`src/rtl/uart_pkg.sv`:
```
// Shared UART definitions: receiver FSM states, parity modes and baud-divider sizing.
// Used by the parametrised receiver and the planned parametrised transmitter.
package uart_pkg;

    typedef enum logic [2:0] {
        ST_IDLE,
        ST_START,
        ST_DATA,
        ST_PARITY,
        ST_STOP,
        ST_BRKWAIT
    } uart_state_t;

    localparam int PAR_NONE = 0;
    localparam int PAR_ODD  = 1;
    localparam int PAR_EVEN = 2;

    function automatic int calc_divisor(input int clock_rate, input int baud_rate, input int oversample);
        return clock_rate / (baud_rate * oversample);
    endfunction

    // A counter that reaches DIVISOR-1 needs $clog2(DIVISOR) bits; never less than one.
    function automatic int divisor_width(input int divisor);
        return (divisor < 2) ? 1 : $clog2(divisor);
    endfunction

endpackage

```
`src/rtl/uart_baud_tick.sv`:
```
// Free-running clock-enable divider: one-cycle o_tick every DIVISOR clocks,
// with a synchronous clear used to phase-align to a start edge.
module uart_baud_tick
    import uart_pkg::*;
#(
    parameter int DIVISOR = 10
) (
    input  logic i_clk,
    input  logic i_reset,
    input  logic i_clear,
    output logic o_tick
);

    localparam int CW = divisor_width(DIVISOR);
    localparam logic [CW-1:0] CNT_LAST = CW'(DIVISOR - 1);

    logic [CW-1:0] cnt_reg;

    always_ff @(posedge i_clk) begin
        if (i_reset || i_clear) begin
            cnt_reg <= '0;
        end else if (cnt_reg == CNT_LAST) begin
            cnt_reg <= '0;
        end else begin
            cnt_reg <= cnt_reg + CW'(1);
        end
    end

    // A clear wins over a pending tick so the new bit period starts cleanly.
    assign o_tick = (cnt_reg == CNT_LAST) && !i_clear;

endmodule

```
`src/rtl/rxuart_param.sv`:
```
// Parametrised UART receiver: oversampled 3-sample majority vote, optional parity,
// 1 or 2 stop bits, per-frame parity/framing/break flags and a one-cycle write strobe.
module rxuart_param
    import uart_pkg::*;
#(
    parameter int CLOCK_RATE = 100000000,
    parameter int BAUD_RATE  = 9600,
    parameter int OVERSAMPLE = 16,
    parameter int DATA_BITS  = 8,
    parameter int PARITY     = 0,
    parameter int STOP_BITS  = 1
) (
    input  logic                 i_clk,
    input  logic                 i_reset,
    input  logic                 i_uart_rx,
    output logic                 o_wr,
    output logic [DATA_BITS-1:0] o_data,
    output logic                 o_parity_err,
    output logic                 o_frame_err,
    output logic                 o_break
);

    localparam int DIVISOR = calc_divisor(CLOCK_RATE, BAUD_RATE, OVERSAMPLE);
    localparam int M       = OVERSAMPLE / 2;
    localparam int TCW     = $clog2(OVERSAMPLE);

    localparam logic [TCW-1:0] T_LAST   = TCW'(OVERSAMPLE - 1);
    localparam logic [TCW-1:0] T_S0     = TCW'(M - 1);
    localparam logic [TCW-1:0] T_S1     = TCW'(M);
    localparam logic [TCW-1:0] T_DECIDE = TCW'(M + 1);
    localparam logic [3:0]     DATA_LAST = 4'(DATA_BITS - 1);
    localparam logic [3:0]     STOP_LAST = 4'(STOP_BITS - 1);

    generate
        if (DATA_BITS < 5 || DATA_BITS > 9) begin : g_bad_data_bits
            $error("rxuart_param: DATA_BITS must be in 5..9");
        end
        if ((OVERSAMPLE % 2) != 0 || OVERSAMPLE < 8) begin : g_bad_oversample
            $error("rxuart_param: OVERSAMPLE must be even and at least 8");
        end
        if (DIVISOR < 2) begin : g_bad_divisor
            $error("rxuart_param: CLOCK_RATE/(BAUD_RATE*OVERSAMPLE) must be at least 2");
        end
        if (PARITY < PAR_NONE || PARITY > PAR_EVEN) begin : g_bad_parity
            $error("rxuart_param: PARITY must be 0, 1 or 2");
        end
        if (STOP_BITS < 1 || STOP_BITS > 2) begin : g_bad_stop
            $error("rxuart_param: STOP_BITS must be 1 or 2");
        end
    endgenerate

    // Input path
    logic [1:0] sync_reg;
    logic       last_reg;
    logic [1:0] valid_reg;
    logic       armed_reg;
    logic       rx_sync;
    logic       start_edge;

    assign rx_sync = sync_reg[1];

    // Start edges are only armed once the synchroniser holds a real idle-high line,
    // so a line that is already low when reset releases is not mistaken for a start.
    always_ff @(posedge i_clk) begin
        if (i_reset) begin
            sync_reg  <= 2'b11;
            last_reg  <= 1'b1;
            valid_reg <= 2'b00;
            armed_reg <= 1'b0;
        end else begin
            sync_reg  <= {sync_reg[0], i_uart_rx};
            last_reg  <= sync_reg[1];
            valid_reg <= {valid_reg[0], 1'b1};
            if (valid_reg[1] && sync_reg[1]) begin
                armed_reg <= 1'b1;
            end
        end
    end

    assign start_edge = armed_reg && last_reg && !rx_sync;

    // Oversampling tick
    uart_state_t state_reg;
    logic        tick;
    logic        baud_clear;

    assign baud_clear = (state_reg == ST_IDLE) && start_edge;

    uart_baud_tick #(
        .DIVISOR(DIVISOR)
    ) u_baud_tick (
        .i_clk  (i_clk),
        .i_reset(i_reset),
        .i_clear(baud_clear),
        .o_tick (tick)
    );

    // Frame state
    logic [TCW-1:0]       tick_cnt_reg;
    logic [1:0]           samp_reg;
    logic [3:0]           bit_cnt_reg;
    logic [DATA_BITS-1:0] shift_reg;
    logic                 pbit_reg;
    logic                 stop_low_reg;
    logic                 stop_high_reg;

    logic                 wr_reg;
    logic [DATA_BITS-1:0] data_reg;
    logic                 perr_reg;
    logic                 ferr_reg;
    logic                 brk_reg;

    logic maj;
    logic sample_pt;
    logic stop_low_next;
    logic stop_high_next;
    logic exp_pbit;
    logic perr_next;
    logic brk_next;

    // Third sample is the live synchronised line at tick M+1.
    assign maj            = (samp_reg[0] & samp_reg[1]) | (samp_reg[0] & rx_sync) | (samp_reg[1] & rx_sync);
    assign sample_pt      = tick && (tick_cnt_reg == T_DECIDE);
    assign stop_low_next  = stop_low_reg | ~maj;
    assign stop_high_next = stop_high_reg | maj;
    assign exp_pbit       = (PARITY == PAR_ODD) ? ~(^shift_reg) : (^shift_reg);
    assign perr_next      = (PARITY != PAR_NONE) && (pbit_reg != exp_pbit);
    // A break keeps the line low through data, parity and every stop bit.
    assign brk_next       = (shift_reg == '0) && !pbit_reg && !stop_high_next;

    always_ff @(posedge i_clk) begin
        if (i_reset) begin
            state_reg     <= ST_IDLE;
            tick_cnt_reg  <= '0;
            samp_reg      <= 2'b00;
            bit_cnt_reg   <= 4'd0;
            shift_reg     <= '0;
            pbit_reg      <= 1'b0;
            stop_low_reg  <= 1'b0;
            stop_high_reg <= 1'b0;
            wr_reg        <= 1'b0;
            data_reg      <= '0;
            perr_reg      <= 1'b0;
            ferr_reg      <= 1'b0;
            brk_reg       <= 1'b0;
        end else begin
            wr_reg <= 1'b0;

            if (tick && state_reg != ST_IDLE) begin
                tick_cnt_reg <= (tick_cnt_reg == T_LAST) ? '0 : tick_cnt_reg + TCW'(1);
                if (tick_cnt_reg == T_S0) begin
                    samp_reg[0] <= rx_sync;
                end
                if (tick_cnt_reg == T_S1) begin
                    samp_reg[1] <= rx_sync;
                end
            end

            case (state_reg)
                ST_IDLE: begin
                    if (start_edge) begin
                        state_reg    <= ST_START;
                        tick_cnt_reg <= '0;
                    end
                end
                ST_START: begin
                    if (sample_pt) begin
                        if (maj) begin
                            state_reg <= ST_IDLE;
                        end else begin
                            state_reg     <= ST_DATA;
                            bit_cnt_reg   <= 4'd0;
                            pbit_reg      <= 1'b0;
                            stop_low_reg  <= 1'b0;
                            stop_high_reg <= 1'b0;
                        end
                    end
                end
                ST_DATA: begin
                    if (sample_pt) begin
                        shift_reg <= {maj, shift_reg[DATA_BITS-1:1]};
                        if (bit_cnt_reg == DATA_LAST) begin
                            bit_cnt_reg <= 4'd0;
                            state_reg   <= (PARITY != PAR_NONE) ? ST_PARITY : ST_STOP;
                        end else begin
                            bit_cnt_reg <= bit_cnt_reg + 4'd1;
                        end
                    end
                end
                ST_PARITY: begin
                    if (sample_pt) begin
                        pbit_reg  <= maj;
                        state_reg <= ST_STOP;
                    end
                end
                ST_STOP: begin
                    if (sample_pt) begin
                        if (bit_cnt_reg == STOP_LAST) begin
                            wr_reg        <= 1'b1;
                            data_reg      <= shift_reg;
                            perr_reg      <= perr_next;
                            ferr_reg      <= stop_low_next;
                            brk_reg       <= brk_next;
                            bit_cnt_reg   <= 4'd0;
                            stop_low_reg  <= 1'b0;
                            stop_high_reg <= 1'b0;
                            state_reg     <= brk_next ? ST_BRKWAIT : ST_IDLE;
                        end else begin
                            bit_cnt_reg   <= bit_cnt_reg + 4'd1;
                            stop_low_reg  <= stop_low_next;
                            stop_high_reg <= stop_high_next;
                        end
                    end
                end
                ST_BRKWAIT: begin
                    if (rx_sync) begin
                        state_reg <= ST_IDLE;
                    end
                end
                default: begin
                    state_reg <= ST_IDLE;
                end
            endcase
        end
    end

    assign o_wr         = wr_reg;
    assign o_data       = data_reg;
    assign o_parity_err = perr_reg;
    assign o_frame_err  = ferr_reg;
    assign o_break      = brk_reg;

endmodule
```
`config.mk`:
```
export PLATFORM = sky130hd
export DESIGN_NAME = rxuart_param
export DESIGN_NICKNAME = d
export VERILOG_FILES = /design/src/rtl/uart_pkg.sv /design/src/rtl/uart_baud_tick.sv /design/src/rtl/rxuart_param.sv
export SDC_FILE = /design/constraint.sdc
export NUM_CORES = 1
export LEC_CHECK = 0
export BUFFER_PORTS_ARGS = -buffer_cell sky130_fd_sc_hd__buf_4
export CAP_MARGIN = 20
export CORE_ASPECT_RATIO = 1.25
export CORE_MARGIN = 1.5
export CORE_UTILIZATION = 59
export CTS_CLUSTER_SIZE = 10
export DETAILED_ROUTE_END_ITERATION = 7
export GPL_TIMING_DRIVEN = 0
export PLACE_DENSITY_LB_ADDON = 0.12
export SYNTH_ARGS = -nofsm -noshare
export SYNTH_HDL_FRONTEND = slang
export SYNTH_SLANG_ARGS = --single-unit
```
`constraint.sdc`:
```
create_clock -name i_clk -period 3 [get_ports i_clk]
set_clock_uncertainty 0.1 [all_clocks]
set_input_delay 0.3 -clock i_clk [delete_from_list [all_inputs] [get_ports i_clk]]
set_output_delay 0.3 -clock i_clk [all_outputs]
set_load 0.05 [all_outputs]
```
After elaboration in Yosys (flattened, before gate mapping) --
Index checks and enable logic that the tools add are counted.
Word-level totals: flip-flop bits (word level) 51, bits of input ports 3, output and inout bits 12, logic and storage cells 117
Cells by class: $add $sub $neg 3, equality and inequality tests 20, muxes and demuxes 34, bitwise logic cells 10, reduce and logical (&&, ||, !) cells 31
Operator list (number):
- $mux W4 | 10
- $mux W3 | 9
- $ne A2 B2 Y1 const B | 9
- $pmux W3 S6 | 1
- $eq A4 B4 Y1 const B | 3
- $pmux W4 S3 | 1
- $add A10 B1 Y10 const B | 1
- $eq A10 B10 Y1 const B | 1
- $logic_and A1 B1 Y1 | 9
- $mux W1 | 9
- $add A4 B1 Y4 const B | 2
- $eq A4 B3 Y1 const B | 2
- $logic_not A8 Y1 | 1
- $reduce_and A4 Y1 | 2
- $reduce_and A8 Y1 | 1
- $eq A3 B2 Y1 const B | 2
- $eq A3 B3 Y1 const B | 2
- $pmux W1 S2 | 3
- $reduce_and A2 Y1 | 3
- $reduce_bool A3 Y1 | 2
- $reduce_and A5 Y1 | 1
- $logic_not A1 Y1 | 4
- $logic_not A4 Y1 | 1
- $or A1 B1 Y1 | 4
- other kinds (10) | 15

Depth between registers and ports, before layout --
depth after elaboration 10, mapped depth 8, depth with buffers taken out 7

Hierarchy --
Synthesis repeated with hierarchy kept, for this count alone.
Unflattened totals: cells, all modules 265, area, all modules 2383.5 um^2
Modules (own cells, without submodules):
- rxuart_param | instances 1, cells each 214, area an instance 1899.3 um^2, sequential area each 820.8 um^2
- uart_baud_tick | instances 1, cells each 51, area an instance 484.2 um^2, sequential area each 200.2 um^2

Worst setup path before layout --
Ideal clock, no wire load.
kind register to register, start register tick_cnt_reg[0], end register ferr_reg (netlist: o_frame_err), library setup time 0.088 ns, data arrival time 2.113 ns, required time 2.812 ns, slack 0.699 ns, stages on the path, launching flop included 8, buffers on the path 1, clock period less this slack 2.301 ns, path through dfxtp_1 ha_1 or4b_4 or4_4 nor3_4 buf_6 nor2_2 a311oi_2
On the way: word-level cells in the longest chain between the ends 3
RTL lines:
- start, declared | RTL line rxuart_param.sv:99 | logic [TCW-1:0] tick_cnt_reg;
- start signal, assigned | RTL line rxuart_param.sv:150 | tick_cnt_reg <= (tick_cnt_reg == T_LAST) ? '0 : tick_cnt_reg + TCW'(1);
- $eq A4 B4 Y1 | RTL line rxuart_param.sv:123 | assign sample_pt = tick && (tick_cnt_reg == T_DECIDE);
- $logic_and A1 B1 Y1 | RTL line rxuart_param.sv:123
- $reduce_and A3 Y1 (no line)
- end signal, assigned | RTL line rxuart_param.sv:202 | ferr_reg <= stop_low_next;
- end, declared | RTL line rxuart_param.sv:110 | logic ferr_reg;
No other way between the ends. A chain may end at the register's enable or synchronous reset.

Final worst setup path --
start register tick_cnt_reg[0], end register bit_cnt_reg[2]
On the way: word-level cells in the longest chain between the ends 4, elaborated cells between the ends (all ways) 6, classes of those cells 4 x eq/ne; 2 x reduce/logical
RTL lines:
- $eq A4 B4 Y1 (*) | RTL line rxuart_param.sv:123
- $logic_and A1 B1 Y1 (*) | RTL line rxuart_param.sv:123
- $ne A2 B2 Y1 (no line)
- $reduce_and A5 Y1 (no line) (*)
- end signal, assigned | RTL line rxuart_param.sv:186 | bit_cnt_reg <= bit_cnt_reg + 4'd1;
- end signal, assigned | RTL line rxuart_param.sv:209 | bit_cnt_reg <= bit_cnt_reg + 4'd1;
- end, declared | RTL line rxuart_param.sv:101 | logic [3:0] bit_cnt_reg;
Every way passes the cells marked *; elsewhere a longest branch is shown, timed or not.

==> results_dict.tcl <==
set metrics [dict create \
    crit_chain "ha_1 > or4b_4 > nor4_4 > o21ai_1 > o41ai_1" \
    ir_drop_uv 415 \
    max_freq_mhz 390 \
    yosysSeqAreaShare 0.435 \
    synth_commonest_cells "51 x dfxtp_1, 38 x nor2_1, 20 x nand2_1, 15 x a21oi_1, 14 x mux2i_1" \
    firstDrtPassIters 4 \
    grt_pass1_vias 1666 \
    finalSetupViolations 0 \
    multi_input_area_um2 1230 \
    synthCells 255 \
    critPathBufInv 0 \
    hpwl_um 3240 \
    clock_path_buffers 2 \
    grt_pass1_wl_um 7470 \
    synth_ff_type "dfxtp_1" \
    period_share 0.855 \
    synthTopCellsByArea "dfxtp_1 43%, nor2_1 6.1%, mux2i_1 6.0%" \
    p_leak_uw 0.00100 \
    drt-total-wl_um 4540 \
    cp-end-kind "register" \
    fin_util 0.693 \
    yosysWarnings 0 \
    async_flop_share 0 \
    die_w_um 59.4 \
    synth_top_cell_by_area "dfxtp_1" \
    yosysTopAreaCellShare 0.435 \
    hp-start "i_uart_rx" \
    layout-drive-gt1-share 0.160 \
    avgSynthCellArea_um2 9.21 \
    arrival_ns 2.67 \
    diodes 0 \
    htree_levels 2 \
    start_util 0.621 \
    netlist-cell-type-count 58 \
    antenna_found_initial 0 \
    required_ns 3.11 \
    path_max_fanout 10 \
    cts_sinks 51 \
    core_area_um2 3780 \
    cts_tree "built" \
    synth_fp_nets 265 \
    gp_congestion 0.801 \
    critPathKind "register to register" \
    stdcell_count 329 \
    yosys.cell_count.top_type "dfxtp_1" \
    vias 1823 \
    tightest_slew_ns 0.586 \
    max_stage_delay_ns 0.48 \
    grtUsageTotal 0.227 \
    largest_register_ffs 10 \
    via_per_inst 5.54 \
    syn_to_final_growth_pct 11.7 \
    hp-class "primary input to register" \
    cp-start-kind "register" \
    status "finished, final reports clean" \
    cap_violations 0 \
    design_area_um2 2620 \
    hold-worst-slack_ns 0.0687 \
    routedWlPerCell_um 13.8 \
    clkTransAtPathRegs_ns 0.10 \
    ys_ff_latch 51 \
    dp_cells 321 \
    tns_ns 0 \
    std_cell_rows 25 \
    cp_slowest_cell "or4b_4" \
    grt-ovfl-total 0 \
    place_area_um2 2510 \
    rsz0062_at_grt "no" \
    critPathTopFamily "simple AND/OR/NAND/NOR gates" \
    nFillCells 341 \
    fp.dieH_um 73.6 \
    grt_max_degree 18 \
    cts_hold_buffers 0 \
    slew_headroom 0.607 \
    power.density_nw_per_um2 498 \
    dieArea_um2 4370 \
    post_cts_buffers 0 \
    fin_crit_ns 2.57 \
    port_buffers 12 \
    ant_nets 0 \
    clk_latency_ns 0.32 \
    synth.cell_area_um2 2350 \
    final_hold_viol_count 0 \
    slew_viol_final 0 \
    cts_buffers 5 \
    drt_iter0_markers 84 \
    drc_errors 0 \
    register_area_um2 1020 \
    num-nets-final 284 \
    clockRootBuffer "clkbuf_8" \
    synth-edff-count 0 \
    post_cts_resized 0 \
    rr_startpoint "tick_cnt_reg[0]" \
    io_pins 15 \
    worstSetupStartpoint "tick_cnt_reg[0]" \
]
## report_power, final
group          internal (µW)  total (µW)  switching, µW
registers                689         698           8.73
logic                   41.2         114           72.6
clock network            253         496            243
## cell usage in the layout, fill, tap and decap left out, drive strengths merged, types with 3 or more instances in the layout
| cell | count |
|---|---|
| nand3 | 13 |
| or2 | 3 |
| nand2b | 3 |
| o21ai | 3 |
| inv | 12 |
| dfxtp | 51 |
| nor3 | 3 |
| nand2 | 20 |
| nor4 | 5 |
| mux2i | 14 |
| clkbuf | 10 |
| ha | 7 |
| and3 | 4 |
| xnor2 | 6 |
| nand3b | 4 |
| xor2 | 5 |
| buf | 17 |
| nor2 | 39 |
| a31oi | 3 |
| nand4b | 4 |
| a21oi | 15 |
## stage by stage
| step | total power [µW] | setup WS, ns |
|---|---|---|
| 2_1_floorplan | 804 | 0.699 |
| 3_3_place_gp | 824 | 0.546 |
| 3_5_place_dp | 826 | 0.493 |
| 4_1_cts | 1310 | 0.456 |
| 5_1_grt | 1350 | 0.165 |
| 6_report | 1310 | 0.435 |
## area by class of cell
type / count / share of cell area
Inverter: 11 / 0.0157
Sequential cell: 51 / 0.389
Clock inverter: 3 / 0.0181
Tap cell: 54 / 0.0258
Multi-Input combinational cell: 183 / 0.471
Timing Repair Buffer: 12 / 0.0343
Clock buffer: 5 / 0.0262
Buffer: 10 / 0.0200
## path summary, 6_finish.rpt
check              endpoint  slack (ns)  cells after the start
min             sync_reg[0]        0.07                      2
max reg2reg  bit_cnt_reg[2]        0.43                      5
max          bit_cnt_reg[2]        0.43                      5
min reg2reg     sync_reg[1]        0.31                      1
## cell families (layout without fill, tap and decap cells)
logic type | count (synthesis) | in the layout | synth area share
simple gates | 113 | 113 | 0.277
xor+xnor | 11 | 11 | 0.0410
flops | 51 | 51 | 0.435
fa+ha+maj | 8 | 8 | 0.0415
buf+inv | 21 | 41 | 0.0399
compound gates | 35 | 35 | 0.100
other cells | 1 | 1 | 0.00160
mux | 15 | 15 | 0.0644
## routing by layer
metal | global-route usage | wire length, µm | part of all wire | vias to the layer above
met1 | 0.252 | 2010 | 0.44 | 865
met4 | 0.111 | 166 | 0.037 | 0
li1 | - | - | - | 917
met5 | 0 | 0 | 0 | -
met3 | 0.0546 | 116 | 0.026 | 15
met2 | 0.397 | 2240 | 0.49 | 26
Note: power is estimated with default switching activity, not from simulation.
